File: src/rtl/fetch_npc_stage_pkg.sv
// mips_defs: transfer kinds, fetch FSM states and reset PC shared by the fetch stage
package mips_defs;
  typedef enum logic [1:0] {
    NPC_PC4 = 2'd0,
    NPC_BEQ = 2'd1,
    NPC_J   = 2'd2,
    NPC_JR  = 2'd3
  } npc_op_t;
  typedef enum logic {
    S_FETCH = 1'b0,
    S_HOLD  = 1'b1
  } fetch_state_t;
  localparam logic [31:0] RESET_PC = 32'h0000_3000;
endpackage

File: src/rtl/fetch_npc_stage_if.sv
// fetch_npc_stage_if: instruction-memory read bus between the fetch stage and memory
interface fetch_npc_stage_if;
  logic        im_req;
  logic [31:0] im_addr;
  logic [31:0] im_rdata;
  logic        im_ready;
  modport master (output im_req, im_addr, input im_rdata, im_ready);
  modport slave (input im_req, im_addr, output im_rdata, im_ready);
endinterface

File: src/rtl/fetch_npc_stage_npc_calc.sv
// npc_calc: transfer target and raw taken decision for the instruction sitting in D
module npc_calc
  import mips_defs::*;
(
  input  logic [31:0] d_pc,
  input  logic [1:0]  npc_op,
  input  logic        b_jump,
  input  logic [15:0] d_imm16,
  input  logic [25:0] d_index,
  input  logic [31:0] jr_target,
  output logic [31:0] target,
  output logic        taken
);
  // branch offset is relative to the delay slot; all adds wrap mod 2^32
  always_comb begin
    target = npc_op == NPC_JR ? jr_target :
             npc_op == NPC_J  ? {d_pc[31:28], d_index, 2'b00} :
             d_pc + 32'd4 + {{14{d_imm16[15]}}, d_imm16, 2'b00};
    taken = npc_op == NPC_J || npc_op == NPC_JR || (npc_op == NPC_BEQ && b_jump);
  end
endmodule

File: src/rtl/fetch_npc_stage.sv
// fetch_npc_stage: MIPS F stage owning the PC, the I-memory read and the F/D register
module fetch_npc_stage
  import mips_defs::*;
#(
  parameter logic [31:0] RESET_PC = mips_defs::RESET_PC
) (
  input  logic                      clk,
  input  logic                      reset,
  input  logic                      stall_in,
  input  logic [1:0]                npc_op,
  input  logic                      b_jump,
  input  logic [15:0]               d_imm16,
  input  logic [25:0]               d_index,
  input  logic [31:0]               jr_target,
  fetch_npc_stage_if.master         im,
  output logic [31:0]               d_instr,
  output logic [31:0]               d_pc,
  output logic [31:0]               d_pc8,
  output logic                      d_valid
);
  fetch_state_t state;
  logic [31:0] pc;
  logic [31:0] ibuf;
  logic [31:0] redir_pc;
  logic [31:0] target;
  logic [31:0] npc;
  logic [31:0] word;
  logic        redir_valid;
  logic        taken_raw;
  logic        taken;
  logic        accept;
  logic        hold_word;
  npc_calc u_npc_calc (
    .d_pc      (d_pc),
    .npc_op    (npc_op),
    .b_jump    (b_jump),
    .d_imm16   (d_imm16),
    .d_index   (d_index),
    .jr_target (jr_target),
    .target    (target),
    .taken     (taken_raw)
  );
  assign im.im_req  = state == S_FETCH;
  assign im.im_addr = pc;
  // a pending redirect wins over the D decision: only bubbles sit in D while it is set
  always_comb begin
    taken     = d_valid && taken_raw;
    accept    = ((state == S_FETCH && im.im_ready) || state == S_HOLD) && !stall_in;
    hold_word = state == S_FETCH && im.im_ready && stall_in;
    word      = state == S_HOLD ? ibuf : im.im_rdata;
    npc       = redir_valid ? redir_pc : taken ? target : pc + 32'd4;
  end
  // PC, fetch FSM, word buffer, redirect latch and F/D register
  always_ff @(posedge clk or posedge reset) begin
    if (reset) begin
      pc          <= RESET_PC;
      state       <= S_FETCH;
      ibuf        <= '0;
      redir_valid <= 1'b0;
      redir_pc    <= '0;
      d_instr     <= '0;
      d_pc        <= RESET_PC;
      d_pc8       <= RESET_PC + 32'd8;
      d_valid     <= 1'b0;
    end else if (accept) begin
      d_instr     <= word;
      d_pc        <= pc;
      d_pc8       <= pc + 32'd8;
      d_valid     <= 1'b1;
      pc          <= npc;
      state       <= S_FETCH;
      redir_valid <= 1'b0;
    end else if (hold_word) begin
      ibuf  <= im.im_rdata;
      state <= S_HOLD;
    end else if (!stall_in) begin
      d_instr <= '0;
      d_valid <= 1'b0;
      if (taken) begin
        redir_valid <= 1'b1;
        redir_pc    <= target;
      end
    end
  end
endmodule

File: src/flat_wrapper.sv
// flat-port wrapper written by rule: the top's interface ports become plain ports
module fetch_npc_stage_flat import mips_defs::*;
#(
  parameter logic [31:0] RESET_PC = mips_defs::RESET_PC
)
  (clk, reset, stall_in, npc_op, b_jump, d_imm16, d_index, jr_target, d_instr, d_pc, d_pc8, d_valid, im_im_req, im_im_addr, im_im_rdata, im_im_ready);
  fetch_npc_stage_if im_i ();
  input  logic clk;
  input  logic reset;
  input  logic stall_in;
  input  logic [1:0] npc_op;
  input  logic b_jump;
  input  logic [15:0] d_imm16;
  input  logic [25:0] d_index;
  input  logic [31:0] jr_target;
  output logic [31:0] d_instr;
  output logic [31:0] d_pc;
  output logic [31:0] d_pc8;
  output logic d_valid;
  output wire logic [$bits(im_i.im_req)-1:0] im_im_req;
  output wire logic [$bits(im_i.im_addr)-1:0] im_im_addr;
  input wire logic [$bits(im_i.im_rdata)-1:0] im_im_rdata;
  input wire logic [$bits(im_i.im_ready)-1:0] im_im_ready;
  assign im_im_req = im_i.im_req;
  assign im_im_addr = im_i.im_addr;
  assign im_i.im_rdata = im_im_rdata;
  assign im_i.im_ready = im_im_ready;
  fetch_npc_stage #(.RESET_PC(RESET_PC)) u_core (.clk(clk), .reset(reset), .stall_in(stall_in), .npc_op(npc_op), .b_jump(b_jump), .d_imm16(d_imm16), .d_index(d_index), .jr_target(jr_target), .im(im_i), .d_instr(d_instr), .d_pc(d_pc), .d_pc8(d_pc8), .d_valid(d_valid));
endmodule
File: config.mk
export PLATFORM = sky130hd
export DESIGN_NAME = fetch_npc_stage_flat
export DESIGN_NICKNAME = d
export VERILOG_FILES = /design/src/rtl/fetch_npc_stage_pkg.sv /design/src/rtl/fetch_npc_stage_if.sv /design/src/rtl/fetch_npc_stage_npc_calc.sv /design/src/rtl/fetch_npc_stage.sv /design/src/flat_wrapper.sv
export SDC_FILE = /design/constraint.sdc
export NUM_CORES = 1
export LEC_CHECK = 0
export ABC_AREA = 1
export CAP_MARGIN = 20
export CORE_MARGIN = 1.5
export CORE_UTILIZATION = 40
export CTS_CLUSTER_DIAMETER = 150
export DETAILED_ROUTE_END_ITERATION = 8
export PLACE_DENSITY = 0.7
export RECOVER_POWER = 50
export SYNTH_ARGS = -nofsm -noshare
export SYNTH_HDL_FRONTEND = slang
export SYNTH_SLANG_ARGS = --single-unit
File: constraint.sdc
create_clock -name clk -period 20 [get_ports clk]
set_clock_uncertainty 0.2 [all_clocks]
set_input_delay 4 -clock clk [delete_from_list [all_inputs] [get_ports clk]]
set_output_delay 4 -clock clk [all_outputs]
set_load 0.05 [all_outputs]
Yosys cells after proc, flatten, opt, wreduce, memory -nomap -nowiden
Index checks and enable logic that the tools add are counted.
Word-level totals
  word-level logic and storage cells: 54
  bits of input ports: 113
  register bits after elaboration: 195
  output and inout port bits: 130
Operators by class
  $add $sub $neg: 4
  eq/ne operators: 5
  bitwise operators: 4
  mux-type cells: 17
  reductions and logical operators: 15
Operator list (number)
  32-bit 2-to-1 mux: 8
  32-bit by 3-bit adder with 32-bit output (second input constant): 2
  32-bit adder: 1
  32-bit by 4-bit adder with 32-bit output (second input constant): 1
  1-bit 2-to-1 mux: 9
  1-bit logical AND: 5
  2-bit equality test (second input constant): 2
  2-bit by 1-bit != test with 1-bit output (second input constant): 2
  1-bit inverter: 4
  2-bit AND reduction: 2
  4-bit AND reduction: 1
  2-bit nonzero test: 2
  1-bit logical OR: 3
  3-bit AND reduction: 1
  2-bit by 1-bit equality test with 1-bit output (second input constant): 1
  1-bit logical NOT: 1

Longest topological paths before layout
Gate-level depths: netlist (run 1).
  depth in word-level cells: 8
  mapped depth: 18
  gate-level depth less buffers: 18

Modules after synthesis
Synthesis (run 1) repeated with hierarchy kept, for this count alone.
Second synthesis, totals
  cells, all modules: 1822
  area total of the unflattened synthesis: 12505.7 µm²
By module, submodules not included
  fetch_npc_stage: sequential area each 4813.4 µm², cells an instance 1236, area each 9406.5 µm², instances 1
  npc_calc: sequential area each 0.0 µm², cells an instance 586, area each 3099.2 µm², instances 1

Worst setup path after synthesis (run 1)
OpenSTA, ideal clock, no wires.
  kind: input-to-reg
  from: input d_imm16[1]
  to: register u_core.pc[31], in the netlist u_core.im.im_addr[31]
  cell stages on the path: 16
  slack: 13.900 ns
  path buffers: 0
  required time: 19.722 ns
  library setup time: 0.078 ns
  data arrival time: 5.823 ns
  cell sequence: ha_1 ha_1 fa_1 nand2_1 nand2_1 nand3_1 nand2_1 nand2_1 nand2_1 nand2_1 nand2_1 nand2_1 nand3_1 nand2_1 nand2_1 a21oi_1
On the way
  longest elaborated chain between the ends: 5
Ends and longest elaborated chain
  start, declared: line flat_wrapper.sv:13  | input logic [15:0] d_imm16;
  32-bit adder: line fetch_npc_stage_npc_calc.sv:18  | d_pc + 32'd4 + {{14{d_imm16[15]}}, d_imm16, 2'b00};
  32-bit 2-to-1 mux: line fetch_npc_stage_npc_calc.sv:17  | npc_op == NPC_J ? {d_pc[31:28], d_index, 2'b00} :
  32-bit 2-to-1 mux: line fetch_npc_stage_npc_calc.sv:16  | target = npc_op == NPC_JR ? jr_target :
  32-bit 2-to-1 mux (2 in series): line fetch_npc_stage.sv:51  | npc = redir_valid ? redir_pc : taken ? target : pc + 32'd4;
  end signal, assigned: line fetch_npc_stage.sv:70  | pc <= npc;
  end, declared: line fetch_npc_stage.sv:22  | logic [31:0] pc;
No other way between the ends.
A chain may end at the register's enable or synchronous reset.

==> results of run 1 <==
-- power by group through the flow --
stage | sequential [uW] | combinational, uW | clock (uW)
global placement | 599 | 884 | 0
floorplan | 774 | 397 | 0
finish | 594 | 883 | 350
detailed placement | 599 | 893 | 0
CTS | 594 | 897 | 354
global route | 605 | 962 | 371
-- per-stage QoR --
| step | utilization | cell area [um2] | instances | power (uW) | hold slack, ns |
|---|---|---|---|---|---|
| 2_1_floorplan | - | 11980 | 1663 | 1171 | 0.2422 |
| 3_3_place_gp | 0.4967 | 14680 | 2234 | 1483 | 0.2560 |
| 3_5_place_dp | 0.4977 | 14710 | 2235 | 1492 | 0.2605 |
| 4_1_cts | 0.5183 | 15320 | 2267 | 1846 | 0.2820 |
| 5_1_grt | 0.5176 | 15300 | 2268 | 1938 | 0.3043 |
| 6_report | 0.5176 | 15300 | 2268 | 1827 | 0.2794 |
-- critical path, stage by stage --
cell	delay, ns
dlygate4sd3_1	0.55
clkinvlp_2	3.03
clkbuf_1	2.76
-- layout by cell type (no fill, tap or decap), drive strengths merged, types with 6 or more instances in the layout --
master	count
a21oi	76
a221oi	7
a22o	8
a22oi	7
a31oi	6
buf	7
clkbuf	22
clkdlybuf4s50	151
clkinv	6
dfrtp	185
dfstp	7
dlygate4sd3	91
ha	59
inv	218
nand2	540
nand3	96
nand4	14
nor2	102
nor3	22
o211ai	11
o21ai	181
o21bai	7
xor2	28
-- layer usage --
layer	vias up	wire length, um	GRT usage	share of wire
met5	-	0	0	0
met4	0	1207	0.09330	0.030
met3	66	3093	0.05362	0.078
met2	456	18660	0.4296	0.47
met1	5557	16900	0.3366	0.42
li1	5784	-	-	-
-- area by class of cell --
type	count	area (um2)
timing repair buffer	253	2510
sequential	192	4813
multi-input combinational	1190	6085
tap	390	488.0
clock inverter	14	180.2
inverter	211	795.8
clock buffer	18	429.2
fill	2863	14260
-- logic make-up after synthesis --
group / after synthesis
AO/OA/AOI/OAI: 318
adder cells (fa/ha/maj): 60
AND/OR/NAND/NOR: 781
flip-flops: 192
XOR/XNOR: 31
buffers and inverters: 281
-- registers in the layout, indices dropped and copies added, names as in the netlist --
name	cells
u_core.im.im_addr	32
u_core.redir_valid	1
u_core.d_pc	29
u_core.redir_pc	32
u_core.d_valid	1
u_core.d_pc8	32
u_core.d_instr	32
u_core.ibuf	32
u_core.state	1
-- how the worst min path moves through the flow --
stage | endpoint | slack (ns)
after floorplan | u_core.redir_pc[0] | 0.24
after global placement | u_core.redir_pc[5] | 0.26
after detailed placement | u_core.redir_pc[0] | 0.26
after CTS | u_core.redir_pc[0] | 0.28
after global routing | u_core.ibuf[22] | 0.30
final | u_core.d_pc8[7] | 0.28
==> reports/metrics.cfg, run 1 <==
[finish]
nets=2038
drive_gt1_frac=0.04792
antennaDiodeCount=0
area_growth_pct=27.72

[route]
antenna_left=0
first_pass_iters=7
drc=0
vias_per_cell=5.231
vias=11860
post_drt_wl_per_cell_um=17.57
drt_iter0_markers=969
postRouteWirelength_um=39850

[critical_path]
arrival_ns=10.49
crit_fanout=124
startpoint=reset
worst-setup-path-type=in2async
required_ns=19.52
ff2ff_path_depth=9
r2r-end=u_core.im.im_addr[15]
crit_end=u_core.d_pc8[29]
reg2reg_slack_ns=14.41
r2r-start=u_core.state
cp-end-kind=asynchronous set/reset pin
start_kind=primary input

[synth]
synth-seq-area-share=0.4018
synthAdderAreaFrac=0.06329
synth_compound_area_frac=0.1475
ys_ff_latch=192
synth.mux.area_fraction=0
synth_top_area_frac=0.3864
syn_inst=1663
synth_top_family_by_area=simple AND/OR/NAND/NOR gates
synth_cell_types=47
yosys.area_share.simple=0.2735
synth_xor_area_frac=0.02266
synth_nets=1836
post-synth-top-count-cell=nand2_1
async_flop_share=1.000
synth_warnings=0
synth-edff-count=0
synth_flop_cell=dfrtp_1
yosys.area.top_type=dfrtp_1
synth_common_cells=nand2_1, inv_1, dfrtp_1
avgSynthCellArea_um2=7.204
syn_area_mm2=0.01198
synth.area.top_cells=dfrtp_1, nand2_1, o21ai_0, inv_1, ha_1

[timing]
fin_tns_setup_ns=0
setup_ws_ns=9.028
rsz0062_at_grt=no
min_period_ns=10.97
maxSlewViolCount=362
worst_slew_pin_slew_ns=5.491
fmax_ghz=0.09114
hold_viol=0
maxSlewHeadroom=-2.681
period_share=0.5486
setup_viol=0

[pwr]
pwr-share-comb=0.483
power_switching_share=0.4877
leakagePower_uw=0.007536
p_int_uw=936.0
vdd_drop_max_uv=62.98
seqPwrFrac=0.325
p_switching_uw=891.1
p_per_area_mw_per_mm2=119.4
clkPwrFrac=0.191

[grt]
grt_use_total=0.2602
overflow=0
grt_pass1_vias=11470
grt_max_degree=125
grt_pass1_wl_um=62530
antenna_found_initial=0

[placed_design]
port_buffers=242
dpl.hpwl_um=29920
pre_cts_ws_ns=12.63
place.gp.congestion=0.9472

[clocking]
clock_path_buffers=2
ctsHoldBuffers=0
cts-root-buf=clkbuf_16
clk_latency_ns=0.45
numCtsBuffers=17
cts.repair.resized=0
cts.htree.levels=4
post_cts_buffers=0
cts.sinks=192
path_clk_slew_ns=0.08
cts_tree=built

[hold_path]
holdPathStages=2
min_path_type=reg2reg
hp-start=u_core.d_pc8[7]

[outcome]
outcome=finished with violations
violations=max-capacitance violations, max-slew violations

[floorplan]
coreArea_mm2=0.02956
num_rows=63
chipHeight_um=176.1
ios=243
start_util=0.4053
dieArea_mm2=0.03100
die_x_um=176.1

[flow_run]
max_cap_violations=5

Note: power is estimated with default switching activity, not from simulation.
==> inputs of run 2 (changes only) <==
clock period = 11.45 ns   (was 20 ns; I/O delays follow)
==> run 2 against run 1 <==
Clock power increased by 75%. Sequential share of layout area decreased by 0.11 points. Sequential power increased by 75%. Die area unchanged. Worst hold slack about the same. Highest routed layer unchanged. The run still ends with max-capacitance violations, max-slew violations left. Largest cell class unchanged. Flip-flop and latch count unchanged.
==> reports/metrics.cfg, run 2 (synthesized netlist as in run 1, its figures left out) <==
[grt]
grt_pass1_vias=11640  ; was 11.47k
grt_max_degree=115  ; was 125
grt_use_total=0.2656  ; was 0.2602
grt_pass1_wl_um=63990  ; was 62,530 um
overflow=0  ; unchanged
antenna_found_initial=0  ; unchanged

[clocking]
ctsHoldBuffers=0  ; unchanged
numCtsBuffers=17  ; unchanged
cts.sinks=192  ; unchanged
post_cts_buffers=0  ; unchanged
clk_latency_ns=0.46  ; was 0.45 ns
clock_path_buffers=2  ; unchanged
cts.repair.resized=0  ; unchanged
cts-root-buf=clkbuf_16  ; unchanged
path_clk_slew_ns=0.09  ; was 0.08 ns
cts.htree.levels=4  ; unchanged
cts_tree=built  ; unchanged

[critical_path]
path_cells=dlygate4sd3_1, clkbuf_1, nor2_4, buf_4, inv_4, buf_4, nor2_1, a211oi_1, a211oi_1, a21oi_1  ; was dlygate4sd3_1, clkinvlp_2, clkbuf_1
start_kind=primary input  ; unchanged
crit_fanout=88  ; was 124
cp-end-kind=register  ; was asynchronous set/reset pin
critPathTopFamily=buffers and inverters  ; unchanged
path_buf_inv=5  ; was 3
critPathSlowestCell=clkbuf_1  ; was clkinvlp_2
startpoint=stall_in  ; was reset
worst-setup-path-type=in2reg  ; was in2async
r2r-start=u_core.state  ; unchanged
arrival_ns=6.67  ; was 10.49 ns
required_ns=11.62  ; was 19.52 ns
slowest_delay_ns=1.30  ; was 3.03 ns

[outcome]
outcome=finished with violations  ; unchanged
violations=max-capacitance violations, max-slew violations  ; unchanged

[pwr]
seqPwrFrac=0.322  ; was 0.325
power_switching_share=0.4870  ; was 0.4877
p_per_area_mw_per_mm2=209.9  ; was 119.4 mW/mm2
leakagePower_uw=0.007492  ; was 0.007536 uW
p_switching_uw=1569  ; was 891.1 uW
clkPwrFrac=0.190  ; was 0.191
vdd_drop_max_uv=95.19  ; was 62.98 uV
pwr-share-comb=0.487  ; was 0.483
p_int_uw=1653  ; was 936.0 uW

[route]
drt_iter0_markers=1070  ; was 969
post_drt_wl_per_cell_um=17.70  ; was 17.57 um
first_pass_iters=7  ; unchanged
postRouteWirelength_um=40170  ; was 39,850 um
drc=0  ; unchanged
vias_per_cell=5.293  ; was 5.231
antenna_left=0  ; unchanged
vias=12020  ; was 11.86k

[finish]
nFillCells=2828  ; was 2,863
design_area_mm2=0.01535  ; was 0.01530 mm2
antennaDiodeCount=0  ; unchanged
area_growth_pct=28.17  ; was 27.72%
final_common_cell=nand2_1  ; unchanged
drive_gt1_frac=0.04947  ; was 0.04792
nets=2040  ; was 2,038
final_cell_mix=nand2_1, clkdlybuf4s50_1, inv_1  ; was nand2_1, inv_1, dfrtp_1

[floorplan]
ios=243  ; unchanged
dieArea_mm2=0.03100  ; unchanged
start_util=0.4053  ; unchanged
die_x_um=176.1  ; unchanged
num_rows=63  ; unchanged
chipHeight_um=176.1  ; unchanged
coreArea_mm2=0.02956  ; unchanged

[flow_run]
max_cap_violations=3  ; was 5

[timing]
maxSlewViolCount=199  ; was 362
hold_viol=0  ; unchanged
fin_tns_setup_ns=0  ; unchanged
period_share=0.5681
maxSlewHeadroom=-2.401  ; was -2.681
worst_slew_pin_slew_ns=5.073  ; was 5.491 ns
setup_viol=0  ; unchanged
rsz0062_at_grt=no  ; unchanged
hold_slack_ns=0.2790  ; was 0.2794 ns
fmax_ghz=0.1537
min_period_ns=6.504

[placed_design]
dpl-instance-area_mm2=0.01468  ; was 0.01471 mm2
port_buffers=242  ; unchanged
place.gp.congestion=0.9067  ; was 0.9472
dpl.hpwl_um=29860  ; was 29,920 um

[hold_path]
min_path_type=reg2reg  ; unchanged
hp-start=u_core.redir_pc[0]  ; was u_core.d_pc8[7]

-- run 2: cell count changes in the layout (fill, tap and decap cells not counted) --
cell | before | now
buf_16 | 1 | 3
buf_4 | 6 | 7
clkbuf_1 | 5 | 4
clkdlybuf4s50_1 | 151 | 215
clkinv_4 | 1 | 0
dlygate4sd3_1 | 91 | 27
inv_6 | 2 | 5
inv_8 | 5 | 3
-- run 2: path summary, 6_finish.rpt --
| check | endpoint | slack [ns] | depth (start not counted) |
|---|---|---|---|
| setup / recovery | u_core.im.im_addr[4] | 4.95 | 10 |
| hold / removal | u_core.redir_pc[0] | 0.28 | 2 |
| setup reg to reg | u_core.im.im_addr[4] | 8.00 | 9 |
| hold reg to reg | u_core.redir_pc[0] | 0.28 | 2 |
| max in group asynchronous | u_core.d_pc8[3] | 5.12 | 4 |
| min in group asynchronous | u_core.ibuf[23] | 3.64 | 2 |
-- run 2: routing by layer --
layer,routed length [um],GRT usage,share of wire
met5,0,0,0
met3,3111,0.04802,0.077
met2,18430,0.4249,0.46
met1,17100,0.3521,0.43
met4,1535,0.1147,0.038
-- run 2: area by class of cell --
| type | instances | area (um2) | area share |
|---|---|---|---|
| inverter | 211 | 795.8 | 0.05183 |
| clock inverter | 14 | 175.2 | 0.01141 |
| multi-input combinational | 1190 | 6085 | 0.3963 |
| timing repair buffer | 255 | 2569 | 0.1673 |
| tap | 390 | 488.0 | 0.03178 |
| sequential | 192 | 4813 | 0.3135 |
| clock buffer | 18 | 429.2 | 0.02795 |
-- run 2: power by group through the flow --
| stage | combinational (uW) | sequential [uW] | clock [uW] |
|---|---|---|---|
| after floorplan | 693 | 1350 | 0 |
| after global placement | 1540 | 1040 | 0 |
| after detailed placement | 1560 | 1040 | 0 |
| after CTS | 1570 | 1040 | 620 |
| after global routing | 1720 | 1060 | 646 |
| final | 1570 | 1040 | 613 |
-- run 2: tightest hold or removal path, stage by stage, from the launching register on --
cell	delay, ns
dfrtp_1	0.35
nand2_1	0.05
nand2_1	0.05
-- run 2: through the flow --
stage               total power [uW]  instances  utilization  setup slack [ns]
finish                          3223       2270       0.5195             4.946
detailed placement              2607       2234       0.4967             5.537
global route                    3419       2270       0.5195             4.272
global placement                2586       2234       0.4967             5.572
floorplan                       2045       1663            -             3.744
CTS                             3226       2266       0.5172             5.977
